`config.mk`:
```
export PLATFORM = sky130hd
export DESIGN_NAME = alu_issue_ctrl
export DESIGN_NICKNAME = d
export VERILOG_FILES = /design/src/rtl/alu_pkg.sv /design/src/rtl/alu_flag_merge.sv /design/src/rtl/alu_issue_ctrl.sv
export SDC_FILE = /design/constraint.sdc
export NUM_CORES = 1
export LEC_CHECK = 0
export ABC_AREA = 1
export BUFFER_PORTS_ARGS = -buffer_cell sky130_fd_sc_hd__buf_2
export CORE_MARGIN = 3
export CORE_UTILIZATION = 50
export CTS_CLUSTER_SIZE = 24
export DETAILED_ROUTE_END_ITERATION = 10
export PLACE_DENSITY = 0.82
export SLEW_MARGIN = 20
export SYNTH_ARGS = -nofsm -noshare
export SYNTH_HDL_FRONTEND = slang
export SYNTH_SLANG_ARGS = --single-unit
```
`constraint.sdc`:
```
create_clock -name clk -period 3 [get_ports clk]
set_input_delay 0.15 -clock clk [delete_from_list [all_inputs] [get_ports clk]]
set_output_delay 0.15 -clock clk [all_outputs]
set_load 0.05 [all_outputs]
```
`src/rtl/alu_pkg.sv`:
```
// Shared definitions for the ALU issue/writeback sequencer: op codes,
// status-register bit positions, sequencer states and per-op flag masks.
package alu_pkg;

  // ALU op codes (12..15 are illegal)
  localparam logic [3:0] OP_ADD  = 4'd0;
  localparam logic [3:0] OP_ADC  = 4'd1;
  localparam logic [3:0] OP_SBC  = 4'd2;
  localparam logic [3:0] OP_AND  = 4'd3;
  localparam logic [3:0] OP_EOR  = 4'd4;
  localparam logic [3:0] OP_ORA  = 4'd5;
  localparam logic [3:0] OP_BIT  = 4'd6;
  localparam logic [3:0] OP_ASL  = 4'd7;
  localparam logic [3:0] OP_LSR  = 4'd8;
  localparam logic [3:0] OP_ROL  = 4'd9;
  localparam logic [3:0] OP_ROR  = 4'd10;
  localparam logic [3:0] OP_PASS = 4'd11;

  // P register bit positions; bit 2 is reserved and never touched by commits
  localparam int unsigned STATUS_C = 7;
  localparam int unsigned STATUS_Z = 6;
  localparam int unsigned STATUS_I = 5;
  localparam int unsigned STATUS_D = 4;
  localparam int unsigned STATUS_B = 3;
  localparam int unsigned STATUS_V = 1;
  localparam int unsigned STATUS_N = 0;

  // Sequencer states, encodings kept identical to the legacy constants
  typedef enum logic [1:0] {
    ST_IDLE  = 2'd0,
    ST_ISSUE = 2'd1,
    ST_EXEC  = 2'd2,
    ST_RESP  = 2'd3
  } state_t;

  function automatic logic op_is_illegal(input logic [3:0] op);
    return (op > OP_PASS);
  endfunction

  function automatic logic op_is_shift(input logic [3:0] op);
    return (op == OP_ASL) || (op == OP_LSR) || (op == OP_ROL) || (op == OP_ROR);
  endfunction

  // Which P bits an op is allowed to update from the ALU's status_out
  function automatic logic [7:0] flag_mask(input logic [3:0] op);
    logic [7:0] m;
    m = '0;
    case (op)
      OP_ADD, OP_ADC, OP_SBC: begin
        m[STATUS_C] = 1'b1;
        m[STATUS_Z] = 1'b1;
        m[STATUS_V] = 1'b1;
        m[STATUS_N] = 1'b1;
      end
      OP_AND, OP_EOR, OP_ORA, OP_PASS: begin
        m[STATUS_Z] = 1'b1;
        m[STATUS_N] = 1'b1;
      end
      OP_BIT: begin
        m[STATUS_Z] = 1'b1;
        m[STATUS_V] = 1'b1;
        m[STATUS_N] = 1'b1;
      end
      OP_ASL, OP_LSR, OP_ROL, OP_ROR: begin
        m[STATUS_C] = 1'b1;
        m[STATUS_Z] = 1'b1;
        m[STATUS_N] = 1'b1;
      end
      default: m = '0;
    endcase
    return m;
  endfunction

endpackage

```
`src/rtl/alu_flag_merge.sv`:
```
// Combinational merge of ALU status_out into the architectural P register:
// bits selected by mask come from status_out, all others keep p_old.
module alu_flag_merge (
  input  logic [7:0] p_old,
  input  logic [7:0] status_out,
  input  logic [7:0] mask,
  output logic [7:0] p_new
);

  // Per-bit select between old P and ALU status
  always_comb begin
    p_new = (p_old & ~mask) | (status_out & mask);
  end

endmodule

```
`src/rtl/alu_issue_ctrl.sv`:
```
// Issue/writeback sequencer for the ALU: accepts one op per request,
// drives the ALU inputs, waits out the ALU latency, commits A/P and
// returns a response. Also applies direct flag writes while idle.
module alu_issue_ctrl
  import alu_pkg::*;
#(
  parameter logic [7:0]  RESET_A = 8'h00,
  parameter logic [7:0]  RESET_P = 8'h20,
  parameter int unsigned ALU_LAT = 1
) (
  input  logic       clk,
  input  logic       rst,
  input  logic       req_valid,
  output logic       req_ready,
  input  logic [3:0] req_op,
  input  logic [7:0] req_operand,
  input  logic       req_tgt,
  input  logic       flag_valid,
  output logic       flag_ready,
  input  logic [2:0] flag_idx,
  input  logic       flag_val,
  output logic       resp_valid,
  input  logic       resp_ready,
  output logic [7:0] resp_data,
  output logic       resp_err,
  output logic [3:0] alu_op,
  output logic [7:0] alu_acc,
  output logic [7:0] alu_operand,
  output logic [7:0] alu_status,
  input  logic [7:0] alu_result,
  input  logic [7:0] alu_status_out,
  output logic [7:0] a_reg,
  output logic [7:0] p_reg
);

  localparam int unsigned CNT_W = (ALU_LAT < 2) ? 1 : $clog2(ALU_LAT + 1);

  state_t           state;
  logic [3:0]       op_q;
  logic             tgt_q;
  logic [CNT_W-1:0] cnt;
  logic [7:0]       p_new;
  logic [7:0]       commit_mask;

  // Handshake readiness and ALU inputs that simply mirror A/P
  // (A/P cannot change between accept and capture, so they stay stable)
  always_comb begin
    req_ready   = (state == ST_IDLE);
    flag_ready  = (state == ST_IDLE) && !req_valid;
    alu_acc     = a_reg;
    alu_status  = p_reg;
    commit_mask = flag_mask(op_q);
  end

  alu_flag_merge u_flag_merge (
    .p_old      (p_reg),
    .status_out (alu_status_out),
    .mask       (commit_mask),
    .p_new      (p_new)
  );

  // Sequencer: accept, issue, wait for ALU result, commit, respond.
  // alu_op/alu_operand are loaded on the accept edge so they are already
  // valid throughout ISSUE, when the ALU samples them.
  always_ff @(posedge clk or posedge rst) begin
    if (rst) begin
      state       <= ST_IDLE;
      op_q        <= OP_PASS;
      tgt_q       <= 1'b0;
      cnt         <= '0;
      a_reg       <= RESET_A;
      p_reg       <= RESET_P;
      resp_valid  <= 1'b0;
      resp_data   <= '0;
      resp_err    <= 1'b0;
      alu_op      <= OP_PASS;
      alu_operand <= '0;
    end else begin
      case (state)
        ST_IDLE: begin
          if (req_valid) begin
            op_q  <= req_op;
            tgt_q <= req_tgt;
            if (op_is_illegal(req_op)) begin
              state      <= ST_RESP;
              resp_valid <= 1'b1;
              resp_err   <= 1'b1;
              resp_data  <= '0;
            end else begin
              state       <= ST_ISSUE;
              alu_op      <= req_op;
              alu_operand <= (op_is_shift(req_op) && !req_tgt) ? a_reg : req_operand;
            end
          end else if (flag_valid) begin
            p_reg[flag_idx] <= flag_val;
          end
        end

        ST_ISSUE: begin
          cnt   <= CNT_W'(ALU_LAT);
          state <= ST_EXEC;
        end

        ST_EXEC: begin
          if (cnt == CNT_W'(1)) begin
            resp_data  <= alu_result;
            resp_err   <= 1'b0;
            resp_valid <= 1'b1;
            p_reg      <= p_new;
            if ((op_q != OP_BIT) && !tgt_q) begin
              a_reg <= alu_result;
            end
            state <= ST_RESP;
          end else begin
            cnt <= cnt - CNT_W'(1);
          end
        end

        ST_RESP: begin
          if (resp_ready) begin
            resp_valid <= 1'b0;
            state      <= ST_IDLE;
          end
        end

        default: state <= ST_IDLE;
      endcase
    end
  end

endmodule
```
==> reports/results.tsv <==
metric	value	unit
vias in the first global route	2227	
fin util	62.3	%
drt pass-1 iters	5	
# IOs	94	
floorplan row count	25	
RSZ-0062 raised after global routing	no	
clock period minus worst slack	1.89	ns
Routed WL per cell	11.9	um
Ys Warns	0	
top post-synthesis cells by area	dfrtp_1, nand2_1, dfstp_2, nand3_1, inv_1	
Final Max Tran Viols	0	
CTS buffer count	5	
share of cells above drive strength 1	33.3	%
Nets	443	
crit path kind	reg2reg	
Min Hold Slack	0.0603	ns
Cells after Synth	326	
Synth top area share	38.2	%
Worst Path Arrival	2.07	ns
die area	0.00601	mm^2
worst-case clock buffer depth	2	
CTS tree	done	
total negative setup slack	0	ns
clk_lat worst skew	0.30	ns
Routed Antenna Nets	0	
setup bufs post-CTS	0	
slew margin rel.	36.6	%
final WL	5600	um
status	complete, no violations	
largest net degree at the start of global routing	47	
GR met3 Demand/Resource	4.52	%
mapped cell area	0.00256	mm^2
initial core utilization	52.7	%
most area-hungry cell type in the Yosys netlist	dfrtp_1	
Buffers on Ports	89	
# Max-Cap Violations	0	
DP Wirelength	4280	um
root buf cell	clkbuf_8	
final setup vio count	0	
Slew @ Worst Pin	0.950	ns
Tot GR Track Use	19.7	%
WP data required	3.19	ns
Die X	77.5	um
diode count	0	
Design Area, Final	0.00302	mm^2
async set or reset register ratio after synthesis	100	%
Syn Nets	368	
CTS H-Tree Depth	2	
clk slew on worst S/H paths	0.09	ns
number of gates resized after CTS	0	
Fin. Hold Viols	0	
Core Area	0.00485	mm^2
Post-route DRC	0	
flops & latches, synth	46	
Die Ht	77.5	um
commonest non-fill, non-tap cells in the layout	buf_2, nand2_1, dfrtp_1	
DP Area	0.00293	mm^2
Distinct cells, synth	31	
gp weighted congestion	0.847	
nature of the critical path endpoint	flop	
Avg Cell Area, Syn	7.84	um^2
Clock Skews	0.00949	ns
GRT Max-Usage Layer	met2	
Post-synth EDFFs	0	
Seq/Total Area, Yosys	45.4	%
period utilization	62.9	%
Fillers	442	
initial DRC count	100	
critical path launch point type	flop	
first-pass GRT wire length	9770	um
clk sink count	46	
Remaining Overflow, GRT	0	
Hold-fix buffers, CTS	0	
Highest Clock Rate	530	MHz
dominant synthesized flop cell	dfrtp_1	
Via-to-Cell Ratio	4.94	
antenna violations before repair	0	
Area growth syn-to-layout	18.1	%
commonest non-fill, non-tap cell in the layout	buf_2	
met2 usage	35.4	%
vias	2317	
met1 GRT Util	23.4	%
Worst Hold Class	in2async	
CP Max Fanout	18	
cell type report:
| type | count | area, um^2 | share of cell area, % |
|---|---|---|---|
| sequential | 46 | 1160 | 38.4 |
| tap | 67 | 83.8 | 2.78 |
| multi-input combinational | 211 | 1050 | 34.8 |
| timing repair buffer | 91 | 460 | 15.3 |
| clock buffer | 5 | 68.8 | 2.28 |
| inverter | 46 | 176 | 5.84 |
| clock inverter | 3 | 18.8 | 0.622 |
synthesized netlist by cell type, types with 3 or more instances:
cell / n
o21ai_0: 3
inv_1: 38
nor2_1: 26
o21ai_2: 9
nand4_1: 12
nand2_1: 88
dfstp_2: 7
o21ai_1: 7
a21oi_1: 15
buf_2: 4
nand3_1: 29
inv_2: 4
buf_4: 17
ha_1: 4
nand2_2: 4
dfrtp_1: 39
worst max-delay path, cell delays in order, from the launching register on:
cell and delay, ns:
dfrtp_1 0.40, inv_1 0.11, ha_1 0.44, inv_4 0.17, nand2_2 0.11, nand2_4 0.06, clkinv_2 0.07, nand3_4 0.20
nand2_1 0.15, o21ai_2 0.06
path summary, 6_finish.rpt:
kind	from	endpoint	slack (ns)	depth (start not counted)
worst max-delay path	state[0]	resp_data[3]	1.11	9
max in group asynchronous	rst	async pin	2.34	2
worst min register to register	alu_op[0]	alu_op[0]	0.47	2
worst min-delay path	rst	alu_operand[6]	0.06	2
min in group clk	req_op[0]	alu_op[0]	0.08	3
worst max register to register	state[0]	resp_data[3]	1.11	9
metal layers:
| metal | up-vias | wire [um] | share of wire (%) |
|---|---|---|---|
| met1 | 1054 | 2310 | 41 |
| met5 | - | 0 | 0 |
| met4 | 0 | 72 | 1.3 |
| met3 | 10 | 411 | 7.3 |
| li1 | 1166 | - | - |
| met2 | 87 | 2810 | 50 |
per-stage QoR:
stage               setup slack, ns  instances
detailed placement             1.12        461
floorplan                     0.736        326
global route                  0.918        469
global placement               1.15        461
CTS                            1.09        469
finish                         1.11        469
cell families (layout without fill, tap and decap cells):
group,count (synthesis),count (layout),synth area share (%)
AOI/OAI and AO/OA,39,39,9.69
adders and majority gates,4,4,1.96
buffers and inverters,69,145,13.6
DFF,46,46,45.4
and+or+nand+nor,168,168,29.5
Power is not shown: default switching activity piles up to over one toggle a cycle in this logic, so the estimate is an artifact.
